$ cat src/rtl/arb_pkg.sv
// Shared types and helpers for the memory arbiter: FSM states, bus widths and
// the round-robin search used by the picker.
package arb_pkg;

  typedef enum logic {IDLE, OWN} state_t;

  localparam int ADDR_W = 16;
  localparam int DATA_W = 32;

  // First pending index after 'last', wrapping modulo n; returns 'last' when
  // nothing is pending (callers qualify with |req).
  function automatic logic [1:0] rr_next(input logic [1:0] last,
                                         input logic [3:0] req,
                                         input int         n);
    logic [1:0] pick;
    logic [1:0] idx;
    logic       found;
    pick  = last;
    found = 1'b0;
    for (int i = 1; i <= 4; i++) begin
      idx = 2'((int'(last) + i) % n);
      if (i <= n && !found && req[idx]) begin
        pick  = idx;
        found = 1'b1;
      end
    end
    return pick;
  endfunction

endpackage

$ cat src/rtl/arb_rr_pick.sv
// Combinational winner picker shared by the IDLE and handoff decisions.
// With ARB_FIXED_PRIO_EN the lowest pending index wins instead of round-robin.
module arb_rr_pick
  import arb_pkg::*;
#(
  parameter int N_REQ = 2
) (
  input  logic [1:0]       base,
  input  logic [N_REQ-1:0] req,
  output logic             valid,
  output logic [1:0]       idx
);

  logic [3:0] req_pad;

  always_comb begin
    req_pad              = '0;
    req_pad[N_REQ-1:0]   = req;
  end

  assign valid = |req;

`ifdef ARB_FIXED_PRIO_EN
  logic unused_base;
  assign unused_base = ^base;
  // Searching from the top index wraps to 0 first, giving lowest-index priority.
  assign idx = rr_next(2'(N_REQ - 1), req_pad, N_REQ);
`else
  assign idx = rr_next(base, req_pad, N_REQ);
`endif

endmodule

$ cat src/rtl/mem_arb.sv
// mem_arb: arbiter for the shared single-port word memory with burst ownership
// and forced rotation after MAX_BURST cycles. ARB_FIXED_PRIO_EN selects fixed priority.
module mem_arb
  import arb_pkg::*;
#(
  parameter int N_REQ     = 2,
  parameter int MAX_BURST = 16
) (
  input  logic                      clk,
  input  logic                      reset,
  input  logic [N_REQ-1:0]          req_en,
  input  logic [N_REQ-1:0]          req_we,
  input  logic [N_REQ*ADDR_W-1:0]   req_addr,
  input  logic [N_REQ*DATA_W-1:0]   req_dataW,
  output logic [N_REQ-1:0]          gnt,
  output logic [N_REQ-1:0]          rvalid,
  output logic [DATA_W-1:0]         rdata,
  output logic [ADDR_W-1:0]         mem_addr,
  output logic [DATA_W-1:0]         mem_dataW,
  output logic                      mem_en,
  output logic                      mem_we,
  input  logic [DATA_W-1:0]         mem_dataR
);

  localparam int CW = $clog2(MAX_BURST + 1);

  state_t           state;
  logic [1:0]       owner;
  logic [1:0]       last_owner;
  logic [CW-1:0]    burst_cnt;
  logic [N_REQ-1:0] rvalid_q;

  logic [N_REQ-1:0]  owner_oh;
  logic [N_REQ-1:0]  others;
  logic              owner_en;
  logic              owner_we;
  logic [ADDR_W-1:0] owner_addr;
  logic [DATA_W-1:0] owner_dataW;
  logic              cnt_max;
  logic              preempt;
  logic              pick_valid;
  logic [1:0]        pick_base;
  logic [1:0]        pick_idx;
  logic [N_REQ-1:0]  pick_req;

  always_comb begin
    owner_oh    = '0;
    owner_en    = 1'b0;
    owner_we    = 1'b0;
    owner_addr  = '0;
    owner_dataW = '0;
    for (int i = 0; i < N_REQ; i++) begin
      if (owner == 2'(i)) begin
        owner_oh[i] = 1'b1;
        owner_en    = req_en[i];
        owner_we    = req_we[i];
        owner_addr  = req_addr[i*ADDR_W +: ADDR_W];
        owner_dataW = req_dataW[i*DATA_W +: DATA_W];
      end
    end
  end

  assign others  = req_en & ~owner_oh;
  assign cnt_max = (burst_cnt == CW'(MAX_BURST - 1));

`ifdef ARB_FIXED_PRIO_EN
  // Requester 0 is never rotated out, and its request evicts any other owner.
  assign preempt = owner_en && (owner != 2'd0) && (|others) && (cnt_max || req_en[0]);
`else
  assign preempt = owner_en && (|others) && cnt_max;
`endif

  // The current owner is masked out so a handoff always moves to someone else.
  assign pick_base = (state == IDLE) ? last_owner : owner;
  assign pick_req  = (state == IDLE) ? req_en : others;

  arb_rr_pick #(.N_REQ(N_REQ)) u_pick (
    .base  (pick_base),
    .req   (pick_req),
    .valid (pick_valid),
    .idx   (pick_idx)
  );

  always_ff @(posedge clk or negedge reset) begin
    if (!reset) begin
      state      <= IDLE;
      owner      <= 2'd0;
      last_owner <= 2'(N_REQ - 1);
      burst_cnt  <= '0;
    end else begin
      case (state)
        IDLE: begin
          if (pick_valid) begin
            owner     <= pick_idx;
            state     <= OWN;
            burst_cnt <= '0;
          end
        end
        OWN: begin
          if (!owner_en) begin
            last_owner <= owner;
            if (pick_valid) begin
              owner     <= pick_idx;
              burst_cnt <= '0;
            end else begin
              state <= IDLE;
            end
          end else if (preempt) begin
            last_owner <= owner;
            owner      <= pick_idx;
            burst_cnt  <= '0;
          end else if (!cnt_max) begin
            burst_cnt <= burst_cnt + CW'(1);
          end
        end
        default: state <= IDLE;
      endcase
    end
  end

  // Read responses are tagged with the owner at issue time, surviving a handoff.
  always_ff @(posedge clk or negedge reset) begin
    if (!reset) begin
      rvalid_q <= '0;
    end else if (state == OWN && owner_en && !owner_we) begin
      rvalid_q <= owner_oh;
    end else begin
      rvalid_q <= '0;
    end
  end

  assign gnt       = (state == OWN) ? owner_oh : '0;
  assign mem_en    = (state == OWN) && owner_en;
  assign mem_we    = (state == OWN) && owner_we;
  assign mem_addr  = (state == OWN) ? owner_addr : '0;
  assign mem_dataW = (state == OWN) ? owner_dataW : '0;
  assign rvalid    = rvalid_q;
  assign rdata     = mem_dataR;

endmodule

$ cat config.mk
export PLATFORM = sky130hd
export DESIGN_NAME = mem_arb
export DESIGN_NICKNAME = d
export VERILOG_FILES = /design/src/rtl/arb_pkg.sv /design/src/rtl/arb_rr_pick.sv /design/src/rtl/mem_arb.sv
export SDC_FILE = /design/constraint.sdc
export NUM_CORES = 1
export LEC_CHECK = 0
export CAP_MARGIN = 10
export CORE_UTILIZATION = 24
export CTS_CLUSTER_SIZE = 28
export DETAILED_ROUTE_END_ITERATION = 10
export PLACE_DENSITY_LB_ADDON = 0.1
export SLEW_MARGIN = 20
export SYNTH_ARGS = -nofsm -noshare
export SYNTH_HDL_FRONTEND = slang
export SYNTH_HIERARCHICAL = 1
export SYNTH_SLANG_ARGS = --single-unit
$ cat constraint.sdc
create_clock -name clk -period 1.71 [get_ports clk]
set_input_delay 0.342 -clock clk [delete_from_list [all_inputs] [get_ports clk]]
set_output_delay 0.342 -clock clk [all_outputs]
set_load 0.02 [all_outputs]
After elaboration in Yosys (flattened, before gate mapping) --
Cells that the tools add are included.
Word-level totals: input bits 134, word-level logic and storage cells 69, flip-flop bits (word level) 12
Cells by class: $lt $le $gt $ge 2, bitwise logic cells 5, mux-type cells 37, $add $sub $neg 3, eq/ne operators 5, reduce and logical (&&, ||, !) cells 12
Operators with widths (count):
- 32-bit two-way mux | 3
- 16-bit two-way mux | 3
- 2-bit two-way mux | 11
- 5-bit two-way mux | 4
- 1-bit two-way mux | 11
- 5-bit case mux with 2 select lines | 1
- 1-bit logical AND | 6
- 2-bit by 3-bit less-than comparator with 1-bit output, second input constant | 2
- 5-bit by 1-bit adder with 5-bit output, second input constant | 1
- 5-bit by 4-bit == test with 1-bit output, second input constant | 1
- 1-bit binary-select mux with 2-bit select | 2
- 4-bit by 3-bit inequality test with 1-bit output, second input constant | 1
- 2-bit case mux with 2 select lines | 1
- 2-bit OR reduction | 2
- 3-bit by 2-bit inequality test with 1-bit output, second input constant | 1
- 1-bit adder, second input constant | 2
- 1-bit AND, first input constant | 2
- 2-bit AND | 1
- 2-bit by 1-bit == test with 1-bit output, second input constant | 1
- 1-bit zero test | 2
- 2-bit zero test | 1
- 2-bit by 1-bit inequality test with 1-bit output, second input constant | 1
- 2-bit inverter | 1
- 1-bit case mux with 2 select lines | 1
- other kinds (2) | 2

Depth between registers and ports, before layout --
Gate-level depths: netlist of the first run.
depth after elaboration 14, depth in mapped cells 10, gate-level depth less buffers 9

By module --
The synthesis of the first run kept the hierarchy.
Modules (own cells, without submodules):
- mem_arb | cells each 210, area each 1684.1 µm², instances 1
- arb_rr_pick | cells each 5, area each 32.5 µm², instances 1

Worst setup path after synthesis of the first run --
No wires, ideal clock.
path type reg-to-reg, start reg owner[1], end reg owner[0], arrival 1924 ps, setup time 125 ps, buffers on the path 1, slack -339 ps, stages on the path, launching flop included 8, cell sequence dfrtp_1 -> nand2b_1 -> clkbuf_1 -> nor2_1 -> nor2b_1 -> or2_4 -> a32o_2 -> mux2_4
RTL lines:
- from (decl) | line mem_arb.sv:28 | logic [1:0] owner;
- from (signal assigned) | line mem_arb.sv:94 | owner <= pick_idx;
- from (signal assigned) | line mem_arb.sv:103 | owner <= pick_idx;
- from (signal assigned) | line mem_arb.sv:110 | owner <= pick_idx;
- 2-bit zero test * | line mem_arb.sv:53 | if (owner == 2'(i)) begin
- 1-bit two-way mux * | line mem_arb.sv:53
- 2-bit inverter * | line mem_arb.sv:63 | assign others = req_en & ~owner_oh;
- 2-bit AND * | line mem_arb.sv:63
- 2-bit two-way mux * | line mem_arb.sv:75 | assign pick_req = (state == IDLE) ? req_en : others;
- via pick_req[0] | line mem_arb.sv:44 | logic [N_REQ-1:0] pick_req;
- 2-bit OR reduction * | line arb_rr_pick.sv:21 | assign valid = |req;
- via pick_valid | line mem_arb.sv:41 | logic pick_valid;
- 2-bit two-way mux * | line mem_arb.sv:93, mem_arb.sv:102
- 2-bit two-way mux | line mem_arb.sv:100 | if (!owner_en) begin
- 2-bit case mux with 2 select lines * | line mem_arb.sv:91 | case (state)
The timed path passes the listed nets; every way through them passes the cells marked *. The select of a mux whose other input is x is not followed. A chain may end at the register's enable or synchronous reset.

Worst setup path after layout of the first run --
start reg owner[0], end out mem_dataW[8]
Between the ends: cells in the longest elaborated chain, start to end 4
RTL lines:
- 2-bit zero test | line mem_arb.sv:53
- 32-bit two-way mux | line mem_arb.sv:53
- 32-bit two-way mux * | line mem_arb.sv:53
- 32-bit two-way mux * | line mem_arb.sv:136 | assign mem_dataW = (state == OWN) ? owner_dataW : '0;
- to (decl) | line mem_arb.sv:19 | output logic [DATA_W-1:0] mem_dataW,
Mark *: on every way between the ends. The rest lies on a longest branch, timed or not.

==> results of run 1 <==
[final cells by class]
| cell class | instances | area (sq um) |
|---|---|---|
| multi-input combinational | 151 | 1170 |
| tap | 96 | 120 |
| sequential | 12 | 307 |
| clock buffer | 4 | 55.1 |
| fill | 667 | 3130 |
| timing repair buffer | 211 | 2070 |
| inverter | 5 | 18.8 |
[worst max path at each step]
stage                               from                       end  slack, ns
finish              owner[0]$_DFFE_PN0P_              mem_dataW[8]      -0.20
floorplan           owner[1]$_DFFE_PN0P_      owner[0]$_DFFE_PN0P_      -0.12
global route        owner[0]$_DFFE_PN0P_  burst_cnt[2]$_DFFE_PN0P_      -0.26
detailed placement             req_en[1]                    mem_en      -0.49
CTS                 owner[0]$_DFFE_PN0P_                    mem_en      -0.19
global placement               req_en[1]                    mem_en      -0.52
[cell usage in the layout (no fill, tap or decap), drive strengths merged, types with 3 or more instances in the layout]
cell type,instances
nor3b,3
inv,5
buf,107
nor2,52
clkbuf,5
mux2i,51
nand2,4
clkdlybuf4s50,103
mux2,6
dfrtp,11
o21ai,8
nand2b,4
[report_power, final]
| part | leakage [uW] | internal (uW) | switching (uW) |
|---|---|---|---|
| clock network | 0.0000288 | 204 | 116 |
| registers | 0.000154 | 377 | 60.5 |
| logic | 0.00161 | 3040 | 2500 |
[registers in the layout, indices dropped and copies added (netlist names)]
signal and cells:
burst_cnt 5, last_owner 2, owner 2, rvalid 2
state 1
[through the flow]
step	setup TNS, ns	util [%]
final	-6.10	54.4
after global routing	-9.97	54.4
after CTS	-5.29	51.0
after detailed placement	-13.76	47.6
after global placement	-13.76	47.6
after floorplan	-0.356	-
[worst reg2reg max path, cell delays in order, from the launching register on]
cell and delay, ns:
dfrtp_4 0.50, buf_6 0.15, buf_12 0.12, mux2i_4 0.19, nand2b_4 0.16, buf_6 0.12
a32o_2 0.24, mux2_4 0.30
[routing by layer]
layer  vias to the layer above  GRT usage (%)  part of all wire (%)
met4                         0           5.91                   3.2
met2                        75           36.7                    56
met1                       949           20.0                    34
li1                       1027              -                     -
met5                         -              0                     0
met3                        24           3.71                   6.2
[what timing repair did]
action	4_1_cts	5_1_grt
cloned	3	1
resized for setup	276	29
endpoints found under the hold margin	0	0
pin swaps	9	25
setup endpoints to repair	61	62
setup buffers	19	16
[cell families after synthesis]
kind of cell               count (synthesis)
and+or+nand+nor                           77
DFF                                       12
muxes                                     57
buffers and inverters                     52
AOI/OAI and AO/OA                         15
adders and majority gates                  2
==> metrics.txt, run 1 <==
outcome=complete, but fails checks; failing checks=negative setup slack; vias in the first global route=approximately 2000; DR pass1 iterations=4; PwrDens=between 1500 and 2000 nW/um^2; die width=a little under 90 um; min Tclk post-route=1.91 ns; Bufs and invs on worst path=4; Global Route Usage Sum=a little under a fifth; DR vias=between 2000 and 2500; most frequent cells after synthesis=mux2i_1, nor2_1, buf_4; DR DRC count=0; Net Count, Synth=351; Clk pin slew, worst setup/hold paths=around 0.060 ns; die area=7500 sq um; CTS Buffer Depth=2; yosys warns=6; placed insts=~440; Final GP Congestion=around 0.78; final hold vios=0; mux contribution to synthesized area=about a third; I/O Buffers=between 150 and 200; pre-CTS setup slack=-0.486 ns; DP HPWL=approximately 5600 um; first-pass GRT wire length=between 10000 and 15000 um; Mapped Area=about 1700 sq um; R2R depth=7; Hold Slack=between 0.4 and 0.5 ns; fin cells=roughly 480; # rows=30; Leak=between 0.0015 and 0.002 uW; critical path peak fanout=8; r2r setup slk=-0.18 ns; Rel. slew slack=61.9%; Synth area leaders=mux2i_1, dfrtp_1, buf_4; synthesized-area fraction occupied by adder cells=under 10%; Simple-Gate Fraction of Synth Area=21.4%; average cell area after synthesis=about 8 sq um; Cell Area, Placed=between 3000 and 4000 sq um; Synth Instances=215; # setup viols final=60; number of synthesized flops with an enable pin=0; Hold Path Class=in2async; post-synthesis xor/xnor area fraction=0%; Initial DRC Count=30; largest area contributor in the netlist=mux2i_1; WP data arrival=~1.6 ns; CTS buffer count=3; WP depth=6; CP top delay family=buffers and inverters; Power Total=~6300 uW; cts hold-fix bufs=0; TritonCTS clock tree=done; reg2reg start=owner[0]$_DFFE_PN0P_; worst path required time=~1.4 ns; vias per inst=roughly 4.3; number of I/O pins=220; CP Launch Type=flop; initial core utilization=between 20% and 30%; RSZ-0062 raised after global routing=yes; max_cap viols=0; main combinational cell family by area after synthesis=multiplexers; critical path's largest stage delay=0.50 ns; Synth cell types=37; routed wire length=7480 um; max-slew violations=0; post-synth top area share=between 20 and 30%; initial antenna violation count=0; core area=around 6900 sq um; top_reg_cell synth=dfrtp_1; Area Overhead vs Synth=118%; most used cell, CP=buf_12; Slew @ Worst Pin=about 0.57 ns; Synth async-reset ratio=between 90% and 100%; CTS Sinks=12; sequential-to-total area share from yosys stat=~18%; final instance area=approximately 3700 sq um; min setup slack post-route=-0.201 ns; worst vdd ir=between 0.7 and 0.8 mV; remaining antenna violation count=0; Slowest-stage cell, CP=dfrtp_4; Skew-Pair Late Insertion Delay=0.25 ns; largest net degree at the start of global routing=37; worst flop-to-flop path endpoint=owner[0]$_DFFE_PN0P_; # H-tree levels=1; Seq cells post-synth=12; GRT overflow=0; Die Height=86.6 um; WL/cell=between 15 and 20 um; area fraction in compound gates after synthesis=roughly 5.8%; clk root buf=clkbuf_8; ANT cells=0; fin nets=520; crit-path cells=buf_8 > buf_12 > buf_12 > mux2i_2 > nor2_1 > buf_4; CP Capture Type=output pin; post-route clock period utilization=112%; type of the worst setup path=reg2out; Worst Clk Skew=approximately 0.0031 ns; share of layout cells above drive strength 1=37.3%; fmax=between 500 and 600 MHz
(Power assumes the default switching activity.)
==> run 2: changes to the inputs <==
Settings changed: CAP_MARGIN 10 to unset, CTS_CLUSTER_DIAMETER set to 200, SETUP_SLACK_MARGIN set to 0.5.
==> run 2 against run 1 <==
  * The flow still finishes with violations (negative setup slack)
  * Count of clock-buffer cells in the layout stayed put
  * Die area stayed put
  * Register-to-register slack worse by 0.05 ns
  * Hold slack worse by 0.0026 ns
  * Critical endpoint is now last_owner[0]$_DFFE_PN1P_
  * Largest power group unchanged
  * Highest routed layer unchanged
==> metrics.txt, run 2 (synthesis results as in run 1) <==
WL/cell=15.9 um (+2.0%); CP Launch Type=flop; Rel. slew slack=63.3% (+1.4 points); routed wire length=7550 um (+0.92%); clk root buf=clkbuf_8; crit-path cells=buf_12 > buf_8 > buf_4 > mux2_4 > a211o_1 > nand2_2 > mux2_4; share of layout cells above drive strength 1=62.7% (+25 points); min setup slack post-route=-0.227 ns (-0.0263 ns); Die Height=86.6 um (unchanged); cts hold-fix bufs=0 (unchanged); CP top delay family=multiplexers; number of I/O pins=220 (unchanged); Final Core Density=69.5% (+15 points); # setup viols final=61 (+1.7%); PwrDens=1750 nW/um^2 (+3.6%); worst flop-to-flop path endpoint=last_owner[0]$_DFFE_PN1P_; fmax=516 MHz (-1.4%); failing checks=negative setup slack; DR vias=2121 (+2.2%); core area=6870 sq um (unchanged); CTS Buffer Depth=2 (unchanged); max_cap viols=0 (unchanged); Largest register FFs=5 (unchanged); Initial DRC Count=27 (-10%); commonest non-fill, non-tap cells in the layout=clkdlybuf4s50_1, buf_6, mux2i_4; CTS buffer count=3 (unchanged); remaining antenna violation count=0 (unchanged); die width=86.6 um (unchanged); critical path peak fanout=4 (-4); # H-tree levels=1 (unchanged); commonest non-fill, non-tap cell in the layout=clkdlybuf4s50_1; RSZ-0062 raised after global routing=yes; final hold vios=0 (unchanged); type of the worst setup path=reg2reg; Cell Area, Placed=3760 sq um (+15%); initial core utilization=25.0% (unchanged); Final GP Congestion=0.840 (+7.7%); Clk pin slew, worst setup/hold paths=0.05 ns (about the same); I/O Buffers=155 (unchanged); r2r setup slk=-0.23 ns (-0.05 ns); Leak=0.00186 uW (+3.7%); initial antenna violation count=0 (unchanged); outcome=complete, but fails checks; # rows=30 (unchanged); critical path's largest stage delay=0.51 ns (about the same); R2R depth=7 (unchanged); post-route clock period utilization=113% (+1.5 points); min Tclk post-route=1.94 ns (+0.0263 ns); worst path required time=1.88 ns (+0.51 ns); register with the most flip-flops=burst_cnt; Hold Path Class=in2async; WP data arrival=2.11 ns (+0.54 ns); Skew-Pair Late Insertion Delay=0.24 ns (about the same); Area Overhead vs Synth=178%; GRT overflow=0 (unchanged); CTS Sinks=12 (unchanged); Worst Clk Skew=0.00262 ns (-0.000474 ns); TritonCTS clock tree=done; Global Route Usage Sum=19.0% (+0.26 points); CP Capture Type=flop; ANT cells=0 (unchanged); worst vdd ir=1.11 mV (+54%); most used cell, CP=mux2_4; vias per inst=4.47 (+3.3%); Slew @ Worst Pin=0.548 ns (-0.0210 ns); largest net degree at the start of global routing=20 (-46%); die area=7500 sq um (unchanged); DR DRC count=0 (unchanged); final instance area=4780 sq um (+28%); DP HPWL=5340 um (-4.6%); DR pass1 iterations=4 (unchanged); Slowest-stage cell, CP=dfrtp_4; first-pass GRT wire length=10900 um (+2.5%); max-slew violations=0 (unchanged); fin nets=515 (-0.96%); vias in the first global route=2051 (+3.1%); reg2reg start=owner[0]$_DFFE_PN0P_; Bufs and invs on worst path=3 (-1)
[run 2: where the power goes]
group	leakage [uW]	total (uW)	switching [uW]	internal (uW)
Clock	0.0000288	312	109	204
Combinational	0.00168	7580	3360	4220
Sequential	0.000154	447	70.0	377
[run 2: worst max path at each step]
stage                     depth (start not counted)                  from                   endpoint  slack (ns)
after detailed placement                          5             req_en[1]                     mem_en       -0.45
after global routing                             10  owner[0]$_DFFE_PN0P_   burst_cnt[2]$_DFFE_PN0P_       -0.29
after floorplan                                   6  owner[1]$_DFFE_PN0P_       owner[0]$_DFFE_PN0P_       -0.12
after global placement                            5             req_en[1]                     mem_en       -0.46
final                                             7  owner[0]$_DFFE_PN0P_  last_owner[0]$_DFFE_PN1P_       -0.23
after CTS                                        10  owner[0]$_DFFE_PN0P_   burst_cnt[2]$_DFFE_PN0P_       -0.22
[run 2: routing by layer]
metal,track usage [%],share of wire (%)
met1,20.2,36
met4,5.00,1.2
met5,0,0
met3,4.95,7.5
met2,36.7,56
[run 2: worst register-to-register path, delay by kind of cell, from the launching register on]
kind                   cells  cell delay, ns
muxes                      2            0.58
and+or+nand+nor            1            0.09
buffers and inverters      3            0.39
DFF                        1            0.51
AOI/OAI and AO/OA          1            0.29
[run 2: repair_timing]
action | CTS | global route
setup buffers | 11 | 12
pin swaps | 25 | 13
cloned | 3 | 0
gates resized for setup | 327 | 88
setup endpoints to repair | 66 | 65
[run 2: final cells by class]
class	instances	area [sq um]
sequential	12	307
timing repair buffer	206	2230
fill	517	2090
multi-input combinational	151	2050
inverter	5	18.8
tap	96	120
clock buffer	4	55.1
[run 2: metrics by stage]
step	setup TNS (ns)	total power, uW	instances	hold WS, ns	setup WS, ns
floorplan	-0.328	4200	215	0.0464	-0.118
global route	-12.14	8760	474	0.506	-0.290
finish	-9.11	8340	474	0.455	-0.227
global placement	-14.32	5840	444	0.470	-0.459
CTS	-7.96	7590	462	0.468	-0.224
detailed placement	-14.51	5860	444	0.471	-0.448
==> run 3: changes to the inputs <==
Settings changed: CAP_MARGIN set to 20, CORE_MARGIN set to 2.
==> run 3 against run 2 <==
  * The run still ends with negative setup slack left
  * Sequential power grew 0.9%
  * Cell count shrank 1.1%
  * Critical endpoint is now owner[1]$_DFFE_PN0P_
  * Hold slack lost 0.0021 ns
  * Clock power shrank 15%
  * Power shrank 5.5%
  * First-iteration DRC count shrank 7.4%
  * Die area grew 4.7%
  * Critical path type unchanged
  * Fmax shrank 0.26%
  * Critical path depth grew 1
  * Sequential share of layout area grew 0.20 points
==> metrics.txt, run 3 (synthesis results as in run 1) <==
worst path required time=1.84 ns (-0.04 ns); DR DRC count=0 (unchanged); ANT cells=0 (unchanged); fin cells=469 (-1.1%); crit-path cells=buf_6 > buf_6 > and2_4 > nor2b_4 > or2_4 > buf_4 > a32o_2 > mux2_4; CTS buffer count=3 (unchanged); core area=6870 sq um (unchanged); Rel. slew slack=64.2% (+0.92 points); routed wire length=7520 um (-0.48%); Slew @ Worst Pin=0.535 ns (-0.0137 ns); critical path peak fanout=5 (+1); vias in the first global route=2157 (+5.2%); WP data arrival=2.07 ns (-0.04 ns); clk root buf=clkbuf_8; WL/cell=16.0 um (+0.58%); Global Route Usage Sum=18.4% (-0.56 points); Largest register FFs=5 (unchanged); die width=88.6 um (+2.3%); type of the worst setup path=reg2reg; number of I/O pins=220 (unchanged); fill cell count=513 (-0.77%); TritonCTS clock tree=done; Slowest-stage cell, CP=dfrtp_4; post-route clock period utilization=114% (+0.30 points); Leak=0.00181 uW (-2.6%); die area=7850 sq um (+4.7%); final instance area=4630 sq um (-3.1%); remaining antenna violation count=0 (unchanged); outcome=complete, but fails checks; final hold vios=0 (unchanged); failing checks=negative setup slack; RSZ-0062 raised after global routing=yes; fmax=515 MHz (-0.26%); register with the most flip-flops=burst_cnt; placed insts=442 (-0.45%); DR vias=2065 (-2.6%); pre-CTS setup slack=-0.464 ns (-0.0167 ns); Final GP Congestion=0.783 (-6.7%); fin nets=510 (-0.97%); cts hold-fix bufs=0 (unchanged); vias per inst=4.40 (-1.6%); worst vdd ir=1.05 mV (-4.9%); Initial DRC Count=25 (-7.4%); min Tclk post-route=1.94 ns (+0.00505 ns); Cell Area, Placed=3770 sq um (+0.40%); Area Overhead vs Synth=170%; CTS Buffer Depth=2 (unchanged); # rows=30 (unchanged); largest net degree at the start of global routing=22 (+10%); max-slew violations=0 (unchanged); Die Height=88.6 um (+2.3%); first-pass GRT wire length=11400 um (+3.9%); CP Capture Type=flop; # setup viols final=54 (-11%); most used cell, CP=buf_6; DP HPWL=5530 um (+3.4%); initial core utilization=25.0% (unchanged); R2R depth=8 (+1); critical path's largest stage delay=0.48 ns (-0.03 ns); initial antenna violation count=0 (unchanged); setup TNS=-6.33 ns (+2.79 ns); Worst Clk Skew=0.000489 ns (-0.00213 ns); Power Total=7880 uW (-5.5%); Skew-Pair Late Insertion Delay=0.24 ns (about the same); Clk pin slew, worst setup/hold paths=0.05 ns (about the same); GRT overflow=0 (unchanged); PwrDens=1700 nW/um^2 (-2.5%); commonest non-fill, non-tap cells in the layout=clkdlybuf4s50_1, buf_6, mux2i_4, nor2_4, buf_4; CP Launch Type=flop; Hold Path Class=in2async; DR pass1 iterations=3 (-1); max_cap viols=0 (unchanged); CTS Sinks=12 (unchanged); share of layout cells above drive strength 1=60.1% (-2.6 points); # H-tree levels=1 (unchanged); commonest non-fill, non-tap cell in the layout=clkdlybuf4s50_1; I/O Buffers=155 (unchanged); min setup slack post-route=-0.232 ns (-0.00505 ns)
[run 3: power by group]
group          internal [uW]  leakage [uW]  switching [uW]
clock                    164     0.0000228             101
sequential               377      0.000154            73.9
combinational           3940       0.00164            3230
total                   4480       0.00181            3410
[run 3: worst max-delay path, delay by kind of cell (launching register included)]
| family | cells | cell delay [ns] |
|---|---|---|
| AOI/OAI and AO/OA | 1 | 0.24 |
| muxes | 1 | 0.30 |
| buffers and inverters | 3 | 0.38 |
| DFF | 1 | 0.48 |
| and+or+nand+nor | 3 | 0.44 |
[run 3: what timing repair did]
item	in CTS	in global routing
setup endpoints to repair	66	66
pin swaps	26	15
gates cloned	3	0
buffers inserted	14	6
gates resized for setup	361	23
[run 3: per-stage QoR]
stage	util [%]	hold WS, ns
finish	67.4	0.453
global route	67.4	0.505
CTS	66.2	0.461
detailed placement	55.0	0.478
global placement	55.0	0.468
floorplan	-	0.0464
[run 3: worst paths after layout]
kind,start,endpoint,slack (ns)
max,owner[0]$_DFFE_PN0P_,owner[1]$_DFFE_PN0P_,-0.23
min,reset,burst_cnt[0]$_DFFE_PN0P_,0.45
max reg2reg,owner[0]$_DFFE_PN0P_,owner[1]$_DFFE_PN0P_,-0.23
min reg2reg,burst_cnt[4]$_DFFE_PN0P_,burst_cnt[4]$_DFFE_PN0P_,0.50
max in group asynchronous,reset,owner[0]$_DFFE_PN0P_,0.86
min in group clk,burst_cnt[4]$_DFFE_PN0P_,burst_cnt[4]$_DFFE_PN0P_,0.50
[run 3: routing by layer]
metal / vias up / global-route usage (%) / share of wire (%)
met4: 0 / 1.93 / 0.48
li1: 1022 / - / -
met2: 88 / 35.0 / 55
met1: 945 / 21.1 / 35
met3: 10 / 5.32 / 9.1
met5: - / 0 / 0
[run 3: final cells by class]
| class | count | area [sq um] | share of cell area [%] |
|---|---|---|---|
| timing repair buffer | 201 | 2110 | 45.7 |
| inverter | 5 | 18.8 | 0.406 |
| multi-input combinational | 151 | 2020 | 43.7 |
| tap | 96 | 120 | 2.60 |
| clock buffer | 4 | 45.0 | 0.973 |
| sequential | 12 | 307 | 6.62 |
==> RTL change, RTL diff (settings of run 1) <==
The option `ARB_FIXED_PRIO_EN` is turned on by a define.
--- a/src/rtl/arb_rr_pick.sv
+++ b/src/rtl/arb_rr_pick.sv
@@ -1,5 +1,7 @@
 // Combinational winner picker shared by the IDLE and handoff decisions.
 // With ARB_FIXED_PRIO_EN the lowest pending index wins instead of round-robin.
+`define ARB_FIXED_PRIO_EN
+
 module arb_rr_pick
   import arb_pkg::*;
 #(
Formal check against the unedited RTL: not equivalent (a bounded check fails within 4 cycles, from zero or initial values and one cycle with reset low).
==> RTL change against run 1 <==
The flow still finishes with violations (setup timing). Area after synthesis is 23% lower. Worst setup slack gained 0.11 ns. Routed wire length down 14%. Synthesized cell count decreased by 17%. Combinational power down 29%. Sequential cell count decreased by 7. Power down 30%. Final area is 22% lower. Core utilization grew 1.4 points. Die area fell by 22%. Sequential share of layout area is 3.9 points lower. Via count decreased by 19%. Critical path type unchanged. Critical endpoint is now mem_dataW[11]. Largest power group unchanged.
==> RTL change: results (changes against run 1) <==
The final reports fail on setup timing. The data arrival time of the critical path was 1.46 ns (-0.11 ns). The pin count of the biggest net entering global routing came out at 26 (-30%).

The number of fillers in the final layout is 494 (-26%). The peak fanout along the critical path is 11 (+3). The standby leakage power came to 1.44 nW (-20%). The final worst slack was -0.0874 ns (+0.114 ns). The clock tree skew after final layout came out at 0.0000498 ns (-0.00304 ns).

The peak supply drop came out at 0.000533 V (-26%). The largest stage delay on the critical path was 0.46 ns (-0.04 ns). The global routing met2 resource utilization was 39.6% (+3.0 points). The first-pass GRT wire length came to 9210 um (-14%). The vias per cell is 4.25 (-1.9%).

The count of input and output buffers came out at 155 (unchanged). The global routing usage on met3 is 3.71% (about the same). The global placer's final weighted congestion came out at 0.771 (-1.2%). The insertion delay of the later-clocked pin in the worst-skew pair is 0.22 ns (-0.03 ns). The layout cell share with drive strength beyond 1 is 32.6% (-4.7 points). The sum of negative setup slack came out at -0.477 ns (+5.62 ns). The half-perimeter wire length after detailed placement came out at 5070 um (-9.6%). The type of the most critical hold path is in -> async. The final number of setup-violating endpoints is 23 (-62%). On the critical path, the stage with the largest delay is an instance of dfrtp_2. The overall fraction of global-route tracks in use is 20.3% (+1.6 points). The wire length reported by the detailed router is 6460 um (-14%). The total inserted antenna cells came out at 0 (unchanged). The global-route track usage on met1 is 22.8% (+2.9 points). The net count after synthesis is 313 (-11%). The number of nets in the final layout is 460 (-12%). The run finished, with violations left. The number of design-rule violations left by the first detailed-router iteration came out at 52 (+73%). The cell count of the worst reg-to-reg path was 9 (+2). The tree is rooted in a clkbuf_8.

The post-place instance area came out at 0.00281 sq mm (-14%). The clock-pin slew on the worst setup and hold paths came out at 0.03 ns (-0.03 ns). The via count of the first global-routing pass is 1572 (-21%). The initial antenna violation count is 0 (unchanged). The clock buffer count from CTS is 3 (unchanged).
[RTL change: area by class of cell]
type                    count  area share [%]
repair buffers            189            59.0
multi-input cells         123            31.6
flip-flops and latches      5            4.35
well taps                  70            3.02
clock buffers               4            1.55
inverters                   4           0.517
[RTL change: where the power goes]
group	switching, mW	total [mW]	internal [mW]
Clock	0.0566	0.217	0.160
Sequential	0.0521	0.215	0.163
Combinational	1.97	3.96	1.99
[RTL change: per-stage QoR]
stage	cells	power, mW	hold slack, ns	worst slack, ns	utilization (%)
floorplan	179	2.34	0.0464	0.0624	-
global placement	373	3.97	0.585	-0.347	54.0
detailed placement	373	3.96	0.587	-0.363	54.0
CTS	377	3.75	0.357	-0.141	50.7
global route	395	4.66	0.366	-0.135	55.8
finish	395	4.39	0.349	-0.0874	55.8
[RTL change: what timing repair did]
item                                    CTS  global route
endpoints found under the setup margin   52            26
pin swaps                                 0             1
setup buffers                             0            16
gates cloned                              0             2
gates resized for setup                 189            47
[RTL change: metal layers]
metal  routed length [um]  part of all wire (%)
met2                 3640                    56
met3                  283                   4.4
met5                    0                     0
met4                   70                   1.1
met1                 2470                    38
[RTL change: path summary, 6_finish.rpt]
check / from / endpoint / slack [ns]
max: owner[0] / mem_dataW[11] / -0.09
min: reset / rvalid[0] / 0.35
max reg2reg: owner[1] / state / 0.11
min reg2reg: owner[1] / owner[1] / 0.68
max in group asynchronous: reset / owner[0] / 1.15
min in group clk: owner[1] / owner[1] / 0.68
[RTL change: critical path: cells and delay by family, from the launching register on]
kind	cells	cell delay, ns
buf+inv	3	0.51
mux	1	0.12
simple gates	1	0.14
flops	1	0.46
